--- config.mk ---
export PLATFORM = sky130hd
export DESIGN_NAME = ball_controller
export DESIGN_NICKNAME = d
export VERILOG_FILES = /design/src/rtl/ball_controller.sv
export SDC_FILE = /design/constraint.sdc
export NUM_CORES = 1
export LEC_CHECK = 0
export BUFFER_PORTS_ARGS = -buffer_cell sky130_fd_sc_hd__buf_2
export CORE_MARGIN = 2
export CORE_UTILIZATION = 40
export DETAILED_ROUTE_END_ITERATION = 6
export HOLD_SLACK_MARGIN = 0.08
export PLACE_DENSITY_LB_ADDON = 0.2
export SYNTH_ARGS = -nofsm -noshare
export SYNTH_HDL_FRONTEND = slang
export SYNTH_SLANG_ARGS = --single-unit
--- constraint.sdc ---
create_clock -name clk -period 3.93 [get_ports clk]
set_input_delay 0.393 -clock clk [delete_from_list [all_inputs] [get_ports clk]]
set_output_delay 0.393 -clock clk [all_outputs]
set_load 0.1 [all_outputs]
--- src/rtl/ball_controller.sv ---
// ball_controller: frame-driven ball sequencer handling serve, wall/paddle bounces, goals, scores and game over.
module ball_controller #(
    parameter int SCREEN_W      = 640,
    parameter int SCREEN_H      = 480,
    parameter int BALL_R        = 4,
    parameter int PADDLE_L_X    = 20,
    parameter int PADDLE_R_X    = 619,
    parameter int PADDLE_HALF_H = 32,
    parameter int SPEED         = 2,
    parameter int SERVE_FRAMES  = 60,
    parameter int MAX_SCORE     = 9
) (
    input  logic       clk,
    input  logic       reset,
    input  logic       frame_tick,
    input  logic       start,
    input  logic [9:0] ball_center_x,
    input  logic [9:0] ball_center_y,
    input  logic [9:0] paddle_left_y,
    input  logic [9:0] paddle_right_y,
    output logic [3:0] cw_ballMovement,
    output logic [3:0] score_left,
    output logic [3:0] score_right,
    output logic       goal_left,
    output logic       goal_right,
    output logic       game_over
);
    typedef enum logic [2:0] {CENTER, SERVE, IDLE, CHECK, MOVE, OVER} state_t;
    state_t state_q, state_d;
    logic dir_x_q, dir_x_d, dir_y_q, dir_y_d;
    logic [3:0] score_l_q, score_l_d, score_r_q, score_r_d;
    logic [7:0] serve_q, serve_d;
    logic [3:0] step_q, step_d;
    logic goal_l_q, goal_l_d, goal_r_q, goal_r_d, over_q, over_d;
    logic [3:0] code_q, code_d;
    logic [10:0] bx, by, pl, pr;
    logic hit_goal_r, hit_goal_l, hit_top, hit_bot, hit_pl, hit_pr;
    assign bx = {1'b0, ball_center_x};
    assign by = {1'b0, ball_center_y};
    assign pl = {1'b0, paddle_left_y};
    assign pr = {1'b0, paddle_right_y};
    // Subtractions are moved to the other side so 11-bit compares never wrap.
    assign hit_goal_r = bx <= 11'(BALL_R);
    assign hit_goal_l = bx >= 11'(SCREEN_W - 1 - BALL_R);
    assign hit_top    = by <= 11'(BALL_R);
    assign hit_bot    = by >= 11'(SCREEN_H - 1 - BALL_R);
    assign hit_pl = !dir_x_q && bx <= 11'(PADDLE_L_X + BALL_R) && bx + 11'd8 > 11'(PADDLE_L_X + BALL_R)
                    && by <= pl + 11'(PADDLE_HALF_H) && pl <= by + 11'(PADDLE_HALF_H);
    assign hit_pr = dir_x_q && bx + 11'(BALL_R) >= 11'(PADDLE_R_X) && bx + 11'(BALL_R) < 11'(PADDLE_R_X + 8)
                    && by <= pr + 11'(PADDLE_HALF_H) && pr <= by + 11'(PADDLE_HALF_H);
    always_comb begin
        state_d   = state_q;
        dir_x_d   = dir_x_q;
        dir_y_d   = dir_y_q;
        score_l_d = score_l_q;
        score_r_d = score_r_q;
        serve_d   = serve_q;
        step_d    = step_q;
        goal_l_d  = 1'b0;
        goal_r_d  = 1'b0;
        case (state_q)
            CENTER: begin
                state_d = SERVE;
                serve_d = '0;
            end
            SERVE: if (frame_tick) begin
                serve_d = serve_q + 8'd1;
                state_d = serve_q == 8'(SERVE_FRAMES - 1) ? IDLE : SERVE;
            end
            IDLE: if (frame_tick) begin
                step_d  = 4'(SPEED);
                state_d = CHECK;
            end
            CHECK: if (hit_goal_r) begin
                score_r_d = score_r_q + 4'(score_r_q != 4'(MAX_SCORE));
                goal_r_d  = 1'b1;
                dir_x_d   = 1'b0;
                state_d   = score_r_d == 4'(MAX_SCORE) ? OVER : CENTER;
            end else if (hit_goal_l) begin
                score_l_d = score_l_q + 4'(score_l_q != 4'(MAX_SCORE));
                goal_l_d  = 1'b1;
                dir_x_d   = 1'b1;
                state_d   = score_l_d == 4'(MAX_SCORE) ? OVER : CENTER;
            end else begin
                dir_y_d = hit_top ? 1'b1 : hit_bot ? 1'b0 : dir_y_q;
                dir_x_d = hit_pl ? 1'b1 : hit_pr ? 1'b0 : dir_x_q;
                state_d = MOVE;
            end
            MOVE: begin
                step_d  = step_q - 4'd1;
                state_d = step_q == 4'd1 ? IDLE : CHECK;
            end
            OVER: state_d = OVER;
            default: state_d = CENTER;
        endcase
        // A restart discards anything the current cycle decided, directions included.
        if (start) begin
            state_d   = CENTER;
            dir_x_d   = dir_x_q;
            dir_y_d   = dir_y_q;
            score_l_d = '0;
            score_r_d = '0;
            goal_l_d  = 1'b0;
            goal_r_d  = 1'b0;
        end
        over_d = state_d == OVER;
        code_d = state_d == CENTER ? 4'b0101 :
                 state_d != MOVE   ? 4'b0000 :
                 dir_x_d ? (dir_y_d ? 4'b0001 : 4'b0100) : (dir_y_d ? 4'b0011 : 4'b0010);
    end
    always_ff @(posedge clk) begin
        if (reset) begin
            state_q   <= CENTER;
            dir_x_q   <= 1'b1;
            dir_y_q   <= 1'b1;
            score_l_q <= '0;
            score_r_q <= '0;
            serve_q   <= '0;
            step_q    <= '0;
            goal_l_q  <= 1'b0;
            goal_r_q  <= 1'b0;
            over_q    <= 1'b0;
            code_q    <= 4'b0101;
        end else begin
            state_q   <= state_d;
            dir_x_q   <= dir_x_d;
            dir_y_q   <= dir_y_d;
            score_l_q <= score_l_d;
            score_r_q <= score_r_d;
            serve_q   <= serve_d;
            step_q    <= step_d;
            goal_l_q  <= goal_l_d;
            goal_r_q  <= goal_r_d;
            over_q    <= over_d;
            code_q    <= code_d;
        end
    end
    assign cw_ballMovement = code_q;
    assign score_left      = score_l_q;
    assign score_right     = score_r_q;
    assign goal_left       = goal_l_q;
    assign goal_right      = goal_r_q;
    assign game_over       = over_q;
endmodule
**Word-level counts from Yosys, hierarchy flattened**

Cells that the tools add are included.
W data, S select, Z words.

- $add $sub $neg: 9
- Multipliers: 0
- Div/mod/pow operators: 0
- Magnitude comparators: 12
- Eq/ne operators: 15
- Shift-type cells: 0
- Multiplexer cells: 32
- Bitwise gates (word level): 2
- Reduce and logical (&&, ||, !) cells: 22

Operator list:

| kind | number |
|---|---|
| $le A10 B11 Y1 | 4 |
| $add A10 B6 Y11 const B | 3 |
| $mux W3 | 10 |
| $le A10 B3 Y1 const B | 2 |
| $pmux W3 S6 | 1 |
| $mux W1 | 16 |
| $pmux W8 S2 | 1 |
| $add A10 B3 Y11 const B | 1 |
| $add A10 B4 Y11 const B | 1 |
| $ge A11 B10 Y1 const B | 1 |
| $gt A11 B5 Y1 const B | 1 |
| $lt A11 B10 Y1 const B | 1 |
| $ge A10 B10 Y1 const B | 1 |
| $ge A10 B9 Y1 const B | 1 |
| $le A10 B5 Y1 const B | 1 |
| $eq A3 B3 Y1 const B | 3 |
| $add A4 B1 Y4 | 2 |
| $add A8 B1 Y8 const B | 1 |
| $eq A4 B4 Y1 const B | 2 |
| $eq A8 B6 Y1 const B | 1 |
| $logic_and A1 B1 Y1 | 8 |
| $mux W8 | 1 |
| $ne A4 B4 Y1 const B | 2 |
| $pmux W4 S2 | 1 |
| 17 further kinds | 26 |

- Register bits: 32
- Latch bits: 0
- RAM bits: 0
- Memory bits (read-only): 0
- Bits of input ports: 44
- Logic and storage cells: 104
- Memories: 0

**Logic depth before layout (Yosys ltp)**

Gate-level depths: netlist of run 1.

- Depth after elaboration: 14
- Depth in mapped cells: 11

**Worst setup path before layout of run 1**

OpenSTA, ideal clock, no wires.

- Path type: register to register
- Start: reg score_r_q[3], in the netlist score_right[3]
- End: reg code_q[2], in the netlist cw_ballMovement[2]
- Library setup time: 69 ps
- Arrival time: 2,634 ps
- Data required time: 3,861 ps
- Slack: 1,227 ps
- Stages on the path, launching flop included: 9
- Path buffers: 0
- Clock period less this slack: 2,703 ps
- Cell sequence: dfxtp_1 -> nand4bb_1 -> ha_1 -> ha_1 -> or3b_1 -> o22ai_2 -> o21ai_1 -> nand4bb_1 -> o21ai_1

- Word-level cells in the longest chain between the ends: 9

Ends and longest elaborated chain:

| what | RTL line | source |
|---|---|---|
| start: declaration | 31 | `logic [3:0] score_l_q, score_l_d, score_r_q, score_r_d;` |
| start signal: assignment | 129 | `score_r_q <= score_r_d;` |
| $ne A4 B4 Y1 | 75 | `score_r_d = score_r_q + 4'(score_r_q != 4'(MAX_SCORE));` |
| $add A4 B1 Y4 * | 75 |  |
| $eq A4 B4 Y1 * | 78 | `state_d = score_r_d == 4'(MAX_SCORE) ? OVER : CENTER;` |
| $mux W3 * | 78 |  |
| $mux W3 * | 74 | `CHECK: if (hit_goal_r) begin` |
| $pmux W3 S6 * | 61 | `case (state_q)` |
| $mux W3 * | 97 | `if (start) begin` |
| $ne A3 B3 Y1 or $logic_not A3 Y1 (tied branches) | 108, 107 |  |
| $mux W3 or $reduce_or A2 Y1 (tied branches) | - |  |
| end signal: assignment | 135 | `code_q <= code_d;` |
| end: declaration | 35 | `logic [3:0] code_q, code_d;` |

Every way passes the cells marked *; elsewhere a longest branch is shown, timed or not.
A chain may end at the register's enable or synchronous reset.

**Worst setup path after layout of run 1**

- Start: reg score_l_q[1], in the netlist score_left[1]
- End: reg code_q[2], in the netlist cw_ballMovement[2]

- Word-level cells in the longest chain between the ends: 10

Ends and longest elaborated chain:

| what | RTL line | source |
|---|---|---|
| start: declaration | 31 |  |
| start signal: assignment | 128 | `score_l_q <= score_l_d;` |
| $ne A4 B4 Y1 | 80 | `score_l_d = score_l_q + 4'(score_l_q != 4'(MAX_SCORE));` |
| $add A4 B1 Y4 * | 80 |  |
| $eq A4 B4 Y1 * | 83 | `state_d = score_l_d == 4'(MAX_SCORE) ? OVER : CENTER;` |
| $mux W3 * | 83 |  |
| $mux W3 * | 79 | `end else if (hit_goal_l) begin` |
| $mux W3 * | 74 |  |
| $pmux W3 S6 * | 61 |  |
| $mux W3 * | 97 |  |
| $ne A3 B3 Y1 or $logic_not A3 Y1 (tied branches) | 108, 107 |  |
| $mux W3 or $reduce_or A2 Y1 (tied branches) | - |  |

Marks and branches as above.

==> results_dict.tcl, run 1 <==
set metrics [dict create \
    vias 2762 \
    tightest_slew_ns 0.494 \
    fmax_mhz 426 \
    synth-edff-count 0 \
    worstPathMaxFanout 7 \
    die_area_sq_um 8170 \
    start_util 0.412 \
    drive_gt1_frac 0.177 \
    die_x_um 90.4 \
    syn_area_sq_um 2990 \
    area_growth_pct 15.8 \
    setup_viol 0 \
    cts_hold_buf 0 \
    timing.rr.start "score_left[1]" \
    drv_cap 0 \
    cp_cell_sequence "nand4bb_1, ha_1, ha_1, nand2_1, a21oi_1, o21ai_0, a211oi_1, o21ai_1, nand4bb_1, o21ai_1" \
    cts_tree "yes" \
    first_iter_violations 68 \
    postPlaceCellArea_sq_um 3370 \
    clock_tree.root_cell "clkbuf_8" \
    antenna_found_initial 0 \
    antennaDiodeCount 0 \
    irDropWorstVdd_mv 0.0979 \
    synth_seq_cells 31 \
    cp-start-kind "register" \
    yosysWarnings 0 \
    num-nets-final 531 \
    drc 0 \
    finalWirelength_um 6810 \
    postCtsSetupRepairBufs 0 \
    design_area_sq_um 3460 \
    ctsResizeCount 0 \
    clock-skew-final_ns 0.00399 \
    post_drt_wl_per_cell_um 12.8 \
    grt_pass1_vias 2582 \
    worstHoldStart "reset" \
    slew_headroom 0.666 \
    powerDensity_nw_per_um2 226 \
    port_buffers 57 \
    ioPinCount 59 \
    wl_met3_um 268 \
    leakage_nw 1.54 \
    syn_nets 472 \
    clock_sinks 31 \
    fp.dieH_um 90.4 \
    wl_met1_um 3350 \
    seqCellArea_sq_um 621 \
    overflow 0 \
    cts_max_level 2 \
    core_sq_um 7250 \
    gp_congestion 0.850 \
    status "finished clean" \
    grt_pass1_wl_um 11600 \
    synth_flop_cell "dfxtp_1" \
    tns_ns 0 \
    track_usage 0.171 \
    cp-end-kind "register" \
    route.top_layer_used "met4" \
    insertion_delay_ns 0.28 \
    wl_met2_um 3140 \
    n_fill_cell 778 \
    synth_cells 375 \
    crit_path_start "score_left[1]" \
    worst_ep_arrival_time_ns 2.55 \
    synth.avg_cell_area_sq_um 7.96 \
    async_flop_share 0 \
    slew_viol_final 0 \
    cts_buffer_depth 2 \
    cts.clk_slew.worst_paths_ns 0.06 \
    avgViaCountPerCell 5.18 \
    rsz0062_at_grt "false" \
    period_share 0.597 \
    hp-class "primary input to register" \
    drt_first_pass_iters 4 \
    crit_slowest_cell "dfxtp_1" \
    grt_max_degree 13 \
    fp-row-count 31 \
    ant_nets 0 \
    post-route-min-period_ns 2.35 \
    dpl.hpwl_um 5690 \
    crit_required_ns 4.13 \
    criticalPathCategory "register to register" \
    hold_violations 0 \
    yosysSeqAreaShare 0.208 \
    multi_input_area_sq_um 2220 \
    cts_made_buffers 5 \
    ys_types 60 \
    crit_path_max_incr_delay_ns 0.44 \
]
==> per-layer routing <==
layer | GRT usage | vias to the layer above
li1 | - | 1451
met1 | 0.220 | 1247
met2 | 0.298 | 60
met3 | 0.0309 | 4
met4 | 0.0346 | 0
met5 | 0 | -
==> sequential cells by signal, indices dropped and copies added, names as in the netlist, 3 cells and up <==
signal	cells
score_right	4
score_left	4
serve_q	8
state_q	3
step_q	4
cw_ballMovement	3
==> cell type report <==
type | instances | area share
well taps | 99 | 0.0358
clock buffers | 6 | 0.0239
inverters | 32 | 0.0347
multi-input cells | 307 | 0.642
repair buffers | 57 | 0.0825
clock inverters | 1 | 0.00145
flip-flops and latches | 31 | 0.179
==> kinds of logic after synthesis <==
kind of cell,count (synthesis),synth area share
buf+inv,37,0.0486
mux,6,0.0201
xor+xnor,23,0.0675
fa+ha+maj,53,0.222
other cells,1,0.00126
compound gates,74,0.172
simple gates,150,0.261
flops,31,0.208
==> Yosys cell counts, types with 2 or more instances <==
library cell   n  area share
a211oi_1       9       0.023
a21o_1         2      0.0050
a21oi_1       20       0.034
a31oi_1        5       0.010
and2_1         3      0.0063
and3_1         5       0.010
buf_2          2      0.0034
clkbuf_1       2      0.0025
dfxtp_1       31        0.21
ha_1          53        0.22
inv_1         31       0.039
mux2i_1        6       0.020
nand2_1       27       0.034
nand3_1       20       0.034
nand3b_1       8       0.020
nand4_1        6       0.013
nand4bb_1      3       0.011
nor2_1        47       0.059
nor3_1         9       0.015
nor3b_1        3      0.0075
nor4_1         2      0.0042
nor4_2         2      0.0084
o211ai_1       6       0.015
o21ai_0        6       0.010
o21ai_1        5      0.0084
o21bai_1       4       0.010
or2_1          4      0.0084
xnor2_1        9       0.026
xor2_1        14       0.041
==> per-stage QoR <==
step	util	std cells	hold WS (ns)	power, W	setup WS (ns)
2_1_floorplan	-	375	0.439	0.000468	1.23
3_3_place_gp	0.465	526	0.469	0.000542	1.44
3_5_place_dp	0.465	526	0.474	0.000543	1.37
4_1_cts	0.477	533	0.432	0.000795	1.62
5_1_grt	0.477	533	0.445	0.000837	1.42
6_report	0.477	533	0.440	0.000783	1.58
==> power breakdown <==
part	switching, W	internal, W	total (W)
Sequential	0.00000182	0.000316	0.000318
Combinational	0.000132	0.0000873	0.000219
Clock	0.000109	0.000137	0.000246
==> worst paths after layout <==
kind / endpoint / slack (ns) / cells past startpoint
worst max-delay path: cw_ballMovement[2] / 1.58 / 10
worst min-delay path: serve_q[0] / 0.44 / 2
worst max register to register: cw_ballMovement[2] / 1.58 / 10
worst min register to register: step_q[3] / 0.49 / 1
==> cell usage in the layout, fill, tap and decap left out, types with 5 or more instances in the layout <==
cell      Yosys  layout
a211oi_1      9       9
a21oi_1      20      20
a31oi_1       5       5
and3_1        5       5
buf_2         2      57
clkbuf_8      0       6
dfxtp_1      31      31
ha_1         53      53
inv_1        31      31
mux2i_1       6       6
nand2_1      27      27
nand3_1      20      20
nand3b_1      8       8
nand4_1       6       6
nor2_1       47      47
nor3_1        9       9
o211ai_1      6       6
o21ai_0       6       6
o21ai_1       5       5
xnor2_1       9       9
xor2_1       14      14
==> worst max-delay path: cells and delay by family (launching register included) <==
kind	cells	cell delay (ns)
and+or+nand+nor	3	0.44
adders and majority gates	2	0.44
AOI/OAI and AO/OA	5	0.94
DFF	1	0.44
Note: power is estimated with default switching activity, not from simulation.
==> run 2: changes to the inputs <==
==> constraint.sdc (replaced) <==
create_clock -name clk -period 2.2 [get_ports clk]
set_input_delay 0.22 -clock clk [delete_from_list [all_inputs] [get_ports clk]]
set_output_delay 0.22 -clock clk [all_outputs]
set_load 0.1 [all_outputs]
==> run 2 against run 1 <==
Net effect: cell area increased by 8.8%; via count up 4.5%; utilization grew 4.2 points; wire length rose by 6.1%; critical path depth is 1 higher; largest cell class unchanged.
==> results_dict.tcl, run 2 (synthesized netlist as in run 1, its figures left out) <==
set metrics [dict create \
    die_x_um 90.4 \
    final_core_util 0.519 \
    post-route-min-period_ns 2.09 \
    start_util 0.412 \
    avgViaCountPerCell 5.15 \
    post_drt_wl_per_cell_um 12.9 \
    clock_sinks 31 \
    ioPinCount 59 \
    period_share 0.950 \
    cts_tree "yes" \
    clock-skew-final_ns 0.00274 \
    grt_max_degree 13 \
    hp-class "primary input to register" \
    largest_register "serve_q" \
    setup_viol 0 \
    design_area_sq_um 3760 \
    postPlaceCellArea_sq_um 3590 \
    n_fill_cell 717 \
    place_inst 551 \
    track_usage 0.180 \
    grt_pass1_vias 2753 \
    slew_viol_final 0 \
    drv_cap 0 \
    worst_ep_arrival_time_ns 2.27 \
    fp.dieH_um 90.4 \
    multi_input_area_sq_um 2280 \
    first_iter_violations 100 \
    clock_tree.root_cell "clkbuf_8" \
    cts_max_level 2 \
    crit_required_ns 2.38 \
    insertion_delay_ns 0.28 \
    antennaDiodeCount 0 \
    cp-end-kind "register" \
    num-nets-final 557 \
    criticalPathCategory "primary input to register" \
    irDropWorstVdd_mv 0.193 \
    vias 2886 \
    antenna_found_initial 0 \
    fmax_mhz 478 \
    grt_pass1_wl_um 12200 \
    cts.clk_slew.worst_paths_ns 0.07 \
    gp_congestion 0.912 \
    fin_cells 560 \
    cts_buffer_depth 2 \
    cts_hold_buf 0 \
    cp-start-kind "primary input" \
    dpl.hpwl_um 6040 \
    leakage_nw 1.69 \
    layout.cells.most_common_list "57 x buf_2, 50 x ha_1, 47 x nor2_1" \
    die_area_sq_um 8170 \
    overflow 0 \
    fp-row-count 31 \
    drc 0 \
    core_sq_um 7250 \
    finalWirelength_um 7220 \
    ant_nets 0 \
    drt_first_pass_iters 4 \
    hold_violations 0 \
    drive_gt1_frac 0.262 \
    area_growth_pct 26.0 \
    port_buffers 57 \
    final_common_cell "buf_2" \
    worstPathMaxFanout 3 \
    seqCellArea_sq_um 651 \
    cts_made_buffers 5 \
    largest_reg_flops 8 \
    status "finished clean" \
    powerDensity_nw_per_um2 403 \
]
==> run 2: per-layer routing <==
| layer | vias up | GRT usage | part of all wire |
|---|---|---|---|
| met5 | - | 0 | 0 |
| met4 | 0 | 0.0564 | 0.019 |
| met3 | 10 | 0.0259 | 0.035 |
| met2 | 71 | 0.321 | 0.48 |
| met1 | 1297 | 0.223 | 0.47 |
| li1 | 1508 | - | - |
==> run 2: final timing paths <==
kind                     from                 end  slack, ns  cells past startpoint
max          ball_center_y[5]  cw_ballMovement[1]       0.11                     11
min reg2reg         step_q[3]           step_q[3]       0.49                      1
min                     reset          serve_q[0]       0.27                      2
max reg2reg    score_right[2]  cw_ballMovement[2]       0.12                      9
==> run 2: final cells by class <==
class                      count  area share
multi-input combinational    307       0.605
clock inverter                 1     0.00133
inverter                      32      0.0319
timing repair buffer          83       0.128
clock buffer                   7      0.0286
sequential                    31       0.173
tap                           99      0.0329
==> run 2: worst max-delay path, stage by stage <==
cell and delay [ns]:
buf_2 0.11, ha_1 0.23, xnor2_1 0.24, ha_1 0.30
nand3_1 0.13, nor2_1 0.06, a211o_1 0.30, and3_4 0.17
o31ai_2 0.23, a2bb2oi_2 0.10, and3_1 0.18
==> run 2: power by group <==
| part | total, W | switching (W) | internal [W] | leakage, nW |
|---|---|---|---|---|
| combinational | 0.000425 | 0.000244 | 0.000182 | 1.37 |
| clock | 0.000533 | 0.000213 | 0.000320 | 0.0594 |
| sequential | 0.000558 | 0.00000352 | 0.000555 | 0.257 |
==> run 2: what timing repair did <==
action | CTS | global route
resized for setup | 0 | 12
setup buffers | 0 | 1
endpoints found under the setup margin | 0 | 4
==> run 2: through the flow <==
step | hold WS (ns) | setup TNS (ns) | worst slack, ns | total power [W]
5_1_grt | 0.265 | -0.0128 | -0.0128 | 0.00162
4_1_cts | 0.254 | 0 | 0.0180 | 0.00153
2_1_floorplan | 0.427 | 0 | 0.0333 | 0.000827
3_3_place_gp | 0.470 | -0.186 | -0.0916 | 0.000984
3_5_place_dp | 0.477 | -0.455 | -0.185 | 0.000995
6_report | 0.266 | 0 | 0.109 | 0.00152
